$ cat config.mk
export PLATFORM = sky130hd
export DESIGN_NAME = computation_layer_ctrl
export DESIGN_NICKNAME = d
export VERILOG_FILES = /design/src/rtl/computation_layer_ctrl.sv
export SDC_FILE = /design/constraint.sdc
export NUM_CORES = 1
export LEC_CHECK = 0
export BUFFER_PORTS_ARGS = -buffer_cell sky130_fd_sc_hd__buf_2
export CAP_MARGIN = 40
export CORE_AREA = 2 2 39 41
export DETAILED_ROUTE_END_ITERATION = 8
export DIE_AREA = 0 0 41 43
export HOLD_SLACK_MARGIN = 0.03
export PLACE_DENSITY = 0.47
export SYNTH_ARGS = -nofsm -noshare
export SYNTH_HDL_FRONTEND = slang
export SYNTH_SLANG_ARGS = --single-unit
export TNS_END_PERCENT = 1
$ cat constraint.sdc
create_clock -name clk -period 1.4 [get_ports clk]
set_clock_uncertainty 0.05 [all_clocks]
set_input_delay 0.14 -clock clk [delete_from_list [all_inputs] [get_ports clk]]
set_output_delay 0.14 -clock clk [all_outputs]
set_load 0.005 [all_outputs]
$ cat src/rtl/computation_layer_ctrl.sv
// computation_layer_ctrl: sequences nIters launches of a downstream layer.
// Each iteration issues a one-cycle en pulse, waits one settle cycle, then
// waits for layer_ready before the next launch. A done pulse follows the
// final iteration.
// Optional feature macro: COMPUTATION_LAYER_CTRL_TIMEOUT_EN adds a WAIT
// timeout that raises a sticky err flag and abandons the evaluation.
module computation_layer_ctrl #(
  parameter int nIters     = 1,
  parameter int nCountBits = 1,
  parameter int tmo_cycles = 1024
) (
  input  logic                  clk,
  input  logic                  rstb,
  input  logic                  start,
  input  logic                  layer_ready,
  output logic                  en,
  output logic [nCountBits-1:0] count_out,
  output logic                  busy,
  output logic                  done,
  output logic                  err
);

  localparam int unsigned CW = nCountBits;
  localparam logic [CW-1:0] LAST_CNT = CW'(nIters - 1);

  // Reject parameterisations the counter or timeout cannot represent
  generate
    if ((2 ** nCountBits) < nIters) begin : g_bad_count_width
      $error("computation_layer_ctrl: nCountBits too small for nIters");
    end
    if (nIters < 1) begin : g_bad_iters
      $error("computation_layer_ctrl: nIters must be >= 1");
    end
    if (tmo_cycles < 1) begin : g_bad_tmo
      $error("computation_layer_ctrl: tmo_cycles must be >= 1");
    end
  endgenerate

  typedef enum logic [2:0] {
    S_IDLE   = 3'd0,
    S_FIRE   = 3'd1,
    S_SETTLE = 3'd2,
    S_WAIT   = 3'd3,
    S_DONE   = 3'd4
  } state_e;

  state_e        state_q, state_d;
  logic [CW-1:0] count_q, count_d;
  logic          en_q, en_d;
  logic          busy_q, busy_d;
  logic          done_q, done_d;
  logic          err_q, err_d;
  logic          accept_c;
  logic          tmo_hit_c;

  assign accept_c = (state_q == S_IDLE) && start && layer_ready;

`ifdef COMPUTATION_LAYER_CTRL_TIMEOUT_EN
  localparam int unsigned TW = (tmo_cycles > 1) ? $clog2(tmo_cycles + 1) : 1;
  localparam logic [TW-1:0] TMO_LAST = TW'(tmo_cycles - 1);

  logic [TW-1:0] tmo_q, tmo_d;

  // Timeout detect: the stalled WAIT cycle that completes tmo_cycles
  assign tmo_hit_c = (state_q == S_WAIT) && !layer_ready && (tmo_q == TMO_LAST);

  // Stall counter: cleared on entry to WAIT, counts WAIT cycles without ready
  always_comb begin
    tmo_d = tmo_q;
    if (state_q == S_SETTLE) begin
      tmo_d = '0;
    end else if ((state_q == S_WAIT) && !layer_ready && !tmo_hit_c) begin
      tmo_d = tmo_q + TW'(1);
    end
  end

  // Stall counter register
  always_ff @(posedge clk) begin
    if (!rstb) begin
      tmo_q <= '0;
    end else begin
      tmo_q <= tmo_d;
    end
  end
`else
  assign tmo_hit_c = 1'b0;
`endif

  // State register
  always_ff @(posedge clk) begin
    if (!rstb) begin
      state_q <= S_IDLE;
    end else begin
      state_q <= state_d;
    end
  end

  // Next-state logic
  always_comb begin
    state_d = state_q;
    unique case (state_q)
      S_IDLE: begin
        if (accept_c) state_d = S_FIRE;
      end
      S_FIRE: begin
        state_d = S_SETTLE;
      end
      S_SETTLE: begin
        state_d = S_WAIT;
      end
      S_WAIT: begin
        if (layer_ready) begin
          state_d = (count_q == LAST_CNT) ? S_DONE : S_FIRE;
        end else if (tmo_hit_c) begin
          state_d = S_IDLE;
        end
      end
      S_DONE: begin
        state_d = S_IDLE;
      end
      default: begin
        state_d = S_IDLE;
      end
    endcase
  end

  // Output/datapath next values, decoded from the upcoming state so every
  // output is a flop that lines up with the state it belongs to
  always_comb begin
    count_d = count_q;
    en_d    = (state_d == S_FIRE);
    busy_d  = (state_d != S_IDLE);
    done_d  = (state_d == S_DONE);
    err_d   = 1'b0;
`ifdef COMPUTATION_LAYER_CTRL_TIMEOUT_EN
    err_d   = err_q;
    if (accept_c) begin
      err_d = 1'b0;
    end else if (tmo_hit_c) begin
      err_d = 1'b1;
    end
`endif
    if (accept_c) begin
      count_d = '0;
    end else if ((state_q == S_WAIT) && layer_ready && (count_q != LAST_CNT)) begin
      count_d = count_q + CW'(1);
    end
  end

  // Output and iteration-count registers
  always_ff @(posedge clk) begin
    if (!rstb) begin
      count_q <= '0;
      en_q    <= 1'b0;
      busy_q  <= 1'b0;
      done_q  <= 1'b0;
      err_q   <= 1'b0;
    end else begin
      count_q <= count_d;
      en_q    <= en_d;
      busy_q  <= busy_d;
      done_q  <= done_d;
      err_q   <= err_d;
    end
  end

  assign en        = en_q;
  assign count_out = count_q;
  assign busy      = busy_q;
  assign done      = done_q;
  assign err       = err_q;

endmodule
==> summary.md, run 1 <==
| Metric | Value |
|---|---|
| PostCTS Resize Cnt | 0 |
| Initial antenna violation count | 0 |
| Register share of total power | 0.480 |
| Power share of the clock group | 0.389 |
| Max VDD drop | 0.453 mV |
| Crit path launch type | flop |
| Worst hold path stage count | 2 |
| Sw frac | 0.235 |
| Reg2Reg Depth | 3 |
| Worst R2R Setup Slack | 0.26 ns |
| F_max | 878 MHz |
| Synth Area in Compound Gates | 0.200 |
| Die Wd | 41 um |
| CP arrival | 1.27 ns |
| First-pass GRT wire length | 793 um |
| HPWL Detailed | 389 um |
| Share of post-route cells with drive strength above 1 | 0.385 |
| Hold_buf cts | 0 |
| Row Count | 14 |
| Hold endpoint | state_q[1]$_SDFF_PN0_ |
| Sequential share of the synthesized area | 0.509 |
| Comb pwr share | 0.131 |
| Residual DRC | 0 |
| DRT iter0 DRCs | 5 |
| Crit path kind | flop to flop |
| Req. time, crit path | 1.53 ns |
| Final nets | 44 |
| FF+latch count, synth | 7 |
| Crit Reg-Reg Endpoint | en$_SDFF_PN0_ |
| Pint | 0.355 mW |
| Synth unique cells | 17 |
| Setup-failing EPs final | 0 |
| Synth Area in XOR/XNOR | 0 |
| Status | completed |
| Via density | 4.27 |
| Port Buffers | 7 |
| Worst reg2reg path startpoint | state_q[2]$_SDFF_PN0_ |
| Layout filler cell count | 152 |
| TritonCTS clock tree | done |
| Sum Neg Setup Slack | 0 ns |
| Synth warn | 0 |
| Hold WC Path Type | input port to flop |
| Die Area | 0.00176 mm2 |
| Synth Area in Adders | 0 |
| Final Critical Period | 1.14 ns |
| Buffer count from post-CTS setup fixing | 0 |
| Sw power | 0.109 mW |
| Cells after Synth | 28 |
| Fin. max-slew vios | 0 |
| CTS clk-pin slew, worst paths | 0.05 ns |
| Htree depth | 1 |
| TritonCTS buffer count | 3 |
| CORE AREA | 0.00138 mm2 |
| Worst-Skew Late Latency | 0.25 ns |
| RSZ-0062 raised after global routing | false |
| Post-synthesis mux area share | 0 |
| Area grow syn2layout | 29.5% |
| Die height | 43 um |
| Syn nets | 32 |
| Pin count of the biggest net entering global routing | 7 |
| Number of global-route vias before repair | 203 |
| Post-Syn Area | 275 um2 |
| DR pass1 iterations | 2 |
| IO Count | 9 |
| Crit end category | flop |
| Antenna fix cells | 0 |
| Max Cap Viol | 0 |
| Grt total ovfl | 0 |
| Gpl congestion | 0.750 |
| Combinational family with the most area after synthesis | simple AND/OR/NAND/NOR gates |
| Post-Synth Simple-Gate Area | 0.223 |
| Commonest cells after routing, fill and taps aside | 7 x dfxtp_1, 7 x buf_2, 3 x clkbuf_4 |
| Drt wl/cell | 8.84 um |
| Fin. Hold Viols | 0 |
| GRT Total Usage | 0.0715 |
| Clock sink total | 7 |
| Leak Pwr | 0.155 nW |
| Tcrit/Tclk final | 0.814 |
| Avg Synthesized Cell Area | 9.83 um2 |
| CTS Root Cell | clkbuf_4 |
| Hold Startpoint | layer_ready |
| Final WL | 486 um |
| Post-Route Utilization | 0.258 |
| Vias | 235 |
| Initial Util | 0.199 |
| Worst-path maximum fanout | 5 |
| Clock buffer depth | 2 |
| Pwr Density | 1300 mW/mm2 |
| Antenna-violating nets left | 0 |
==> per-stage QoR <==
step / std cells / hold slack [ns] / setup WS [ns] / power (mW) / area (um2)
after floorplan: 28 / 0.184 / 0.312 / 0.261 / 275
after global placement: 51 / 0.347 / 0.252 / 0.289 / 330
after detailed placement: 51 / 0.350 / 0.269 / 0.289 / 330
after CTS: 55 / 0.0826 / 0.256 / 0.475 / 357
after global routing: 55 / 0.0760 / 0.218 / 0.499 / 357
final: 55 / 0.0872 / 0.261 / 0.464 / 357
==> worst max-delay path, stage by stage (launching register included) <==
cell and delay [ns]:
dfxtp_1 0.33, nand2b_4 0.16, or3_4 0.38, a22oi_2 0.15
==> cell type report <==
type / instances / area, um2 / share of cell area
Multi-Input combinational cell: 18 / 120 / 0.337
Tap cell: 16 / 20.0 / 0.0561
Timing Repair Buffer: 8 / 42.5 / 0.119
Sequential cell: 7 / 140 / 0.393
Clock buffer: 4 / 26.3 / 0.0737
Inverter: 2 / 7.51 / 0.0211
==> synth_stat cells <==
master / count / area share
conb_1: 1 / 0.014
nor3_1: 2 / 0.036
and2_1: 1 / 0.023
a21oi_1: 2 / 0.036
o311a_2: 1 / 0.041
dfxtp_1: 7 / 0.51
nand3_1: 1 / 0.018
buf_4: 1 / 0.027
o2111ai_1: 1 / 0.032
o21ai_0: 1 / 0.018
nand2_1: 2 / 0.027
or3_4: 1 / 0.041
inv_1: 2 / 0.027
a211oi_1: 1 / 0.027
a22oi_2: 1 / 0.045
nor2_1: 2 / 0.027
nand2b_4: 1 / 0.050
==> power groups by stage <==
stage	Clock [mW]	Combinational [mW]	Sequential [mW]
after global routing	0.206	0.0694	0.224
final	0.181	0.0607	0.223
after floorplan	0	0.0340	0.227
after CTS	0.190	0.0615	0.223
after detailed placement	0	0.0614	0.227
after global placement	0	0.0617	0.227
==> cells by family (layout without fill, tap and decap cells) <==
family	Yosys count	count (layout)
AO/OA/AOI/OAI	7	7
flip-flops	7	7
AND/OR/NAND/NOR	10	10
other	1	1
buffers and inverters	3	14
==> state kept, by name, summed over array words and instances (netlist names) <==
signal     cells
busy           1
en             1
state_q        3
count_out      1
done           1
==> worst max path at each step <==
stage	start	end	slack, ns	cells past startpoint
finish	state_q[2]$_SDFF_PN0_	en$_SDFF_PN0_	0.26	3
global route	state_q[2]$_SDFF_PN0_	en$_SDFF_PN0_	0.22	3
CTS	state_q[2]$_SDFF_PN0_	en$_SDFF_PN0_	0.26	3
detailed placement	state_q[2]$_SDFF_PN0_	en$_SDFF_PN0_	0.27	3
global placement	state_q[2]$_SDFF_PN0_	en$_SDFF_PN0_	0.25	3
floorplan	state_q[2]$_SDFF_PN0_	en$_SDFF_PN0_	0.31	3
==> metal layers <==
layer  part of all wire  vias up  global-route usage
li1                   -      121                   -
met2               0.44        9              0.0969
met1               0.45      105              0.0812
met3               0.10        0              0.0628
met4                  0        0              0.0200
met5                  0        -                   0
No activity file was read; power rests on OpenSTA's default activity.
==> run 2, diff against run 1 <==
clock period = 1.2 ns   (was 1.4 ns; I/O delays follow)
==> summary.md, run 2 (same netlist as run 1, synthesis figures left out) <==
| Metric | Value |
|---|---|
| Pwr Density | 1500 mW/mm2 |
| Grt total ovfl | 0 |
| First-pass GRT wire length | 759 um |
| Crit path launch type | flop |
| RSZ-0062 raised after global routing | false |
| IO Count | 9 |
| Reg2Reg Depth | 3 |
| Final nets | 45 |
| Htree depth | 1 |
| Layout filler cell count | 158 |
| Fin. Hold Viols | 0 |
| Hold_buf cts | 0 |
| Hold Startpoint | layer_ready |
| DRT iter0 DRCs | 10 |
| Drt wl/cell | 8.77 um |
| DR pass1 iterations | 4 |
| Row Count | 14 |
| Worst-path maximum fanout | 4 |
| Leak Pwr | 0.160 nW |
| GRT Total Usage | 0.0665 |
| CTS clk-pin slew, worst paths | 0.06 ns |
| Crit-path cells | and2_1 > a21oi_1 > o311a_2 |
| Status | completed |
| Largest register by flop count | state_q |
| Max Cap Viol | 0 |
| Clock sink total | 7 |
| Initial Util | 0.199 |
| Max VDD drop | 0.540 mV |
| Hold WC Path Type | input port to flop |
| TritonCTS buffer count | 3 |
| Gpl congestion | 0.767 |
| Commonest cells after routing, fill and taps aside | 7 x dfxtp_1, 7 x buf_2, 3 x clkbuf_4 |
| Hold endpoint | state_q[1]$_SDFF_PN0_ |
| Final WL | 491 um |
| Setup-failing EPs final | 0 |
| Die height | 43 um |
| Worst reg2reg path startpoint | state_q[1]$_SDFF_PN0_ |
| Max reg flops | 3 |
| CTS Root Cell | clkbuf_4 |
| Final Instance Count excl. Fillers | 56 |
| Fin. max-slew vios | 0 |
| Pin count of the biggest net entering global routing | 7 |
| Via density | 4.02 |
| Vias | 225 |
| Crit end category | flop |
| CP arrival | 1.20 ns |
| Worst-Skew Late Latency | 0.25 ns |
| Port Buffers | 7 |
| PostCTS Resize Cnt | 0 |
| Die Wd | 41 um |
| Initial antenna violation count | 0 |
| Req. time, crit path | 1.28 ns |
| Residual DRC | 0 |
| Die Area | 0.00176 mm2 |
| Worst R2R Setup Slack | 0.08 ns |
| Final Critical Period | 1.12 ns |
| Dpl cells | 52 |
| HPWL Detailed | 409 um |
| Crit Reg-Reg Endpoint | count_out$_SDFFE_PP0P_ |
| CP max stage delay | 0.37 ns |
| Worst hold path stage count | 2 |
| Share of post-route cells with drive strength above 1 | 0.400 |
| Antenna fix cells | 0 |
| F_max | 890 MHz |
| Buffer count from post-CTS setup fixing | 0 |
| Clock buffer depth | 2 |
| Area grow syn2layout | 32.3% |
| TritonCTS clock tree | done |
| Tcrit/Tclk final | 0.936 |
| Number of global-route vias before repair | 192 |
| Sum Neg Setup Slack | 0 ns |
| Slowest stage cell, crit path | dfxtp_1 |
| Antenna-violating nets left | 0 |
| Crit path kind | flop to flop |
| CORE AREA | 0.00138 mm2 |
==> run 2: worst max-delay path: cells and delay by family (launching register included) <==
| family | cells | cell delay [ns] |
|---|---|---|
| compound gates | 2 | 0.38 |
| flops | 1 | 0.37 |
| simple gates | 1 | 0.20 |
==> run 2: per-layer routing <==
layer  share of wire  track usage  vias to the layer above
met5               0            0                        -
met4               0            0                        0
met3            0.11       0.0681                        0
met2            0.38       0.0781                        7
met1            0.51       0.0912                       94
li1                -            -                      124
==> run 2: power by group <==
part / switching, mW / total (mW) / internal, mW
clock: 0.0835 / 0.210 / 0.127
combinational: 0.0361 / 0.0747 / 0.0386
sequential: 0.00874 / 0.260 / 0.251
==> run 2: worst max path at each step <==
stage | startpoint | end | slack (ns) | depth (start not counted)
6_report | state_q[1]$_SDFF_PN0_ | count_out$_SDFFE_PP0P_ | 0.08 | 3
5_1_grt | state_q[2]$_SDFF_PN0_ | en$_SDFF_PN0_ | 0.03 | 3
4_1_cts | state_q[2]$_SDFF_PN0_ | en$_SDFF_PN0_ | 0.07 | 3
3_5_place_dp | state_q[2]$_SDFF_PN0_ | en$_SDFF_PN0_ | 0.08 | 3
3_3_place_gp | state_q[2]$_SDFF_PN0_ | en$_SDFF_PN0_ | 0.08 | 3
2_1_floorplan | state_q[2]$_SDFF_PN0_ | en$_SDFF_PN0_ | 0.11 | 3
==> run 2: per-stage QoR <==
| stage | utilization | hold slack [ns] | setup WS [ns] | power, mW | cell area [um2] |
|---|---|---|---|---|---|
| 2_1_floorplan | - | 0.164 | 0.112 | 0.304 | 275 |
| 3_3_place_gp | 0.244 | 0.329 | 0.0782 | 0.340 | 338 |
| 3_5_place_dp | 0.244 | 0.324 | 0.0824 | 0.340 | 338 |
| 4_1_cts | 0.263 | 0.0616 | 0.0735 | 0.556 | 364 |
| 5_1_grt | 0.263 | 0.0665 | 0.0279 | 0.579 | 364 |
| 6_report | 0.263 | 0.0655 | 0.0766 | 0.545 | 364 |
==> run 2: area by class of cell <==
class | count | area, um2 | area share
Multi-Input combinational cell | 18 | 120 | 0.330
Tap cell | 16 | 20.0 | 0.0550
Timing Repair Buffer | 9 | 50.0 | 0.137
Inverter | 2 | 7.51 | 0.0206
Sequential cell | 7 | 140 | 0.385
Clock buffer | 4 | 26.3 | 0.0722
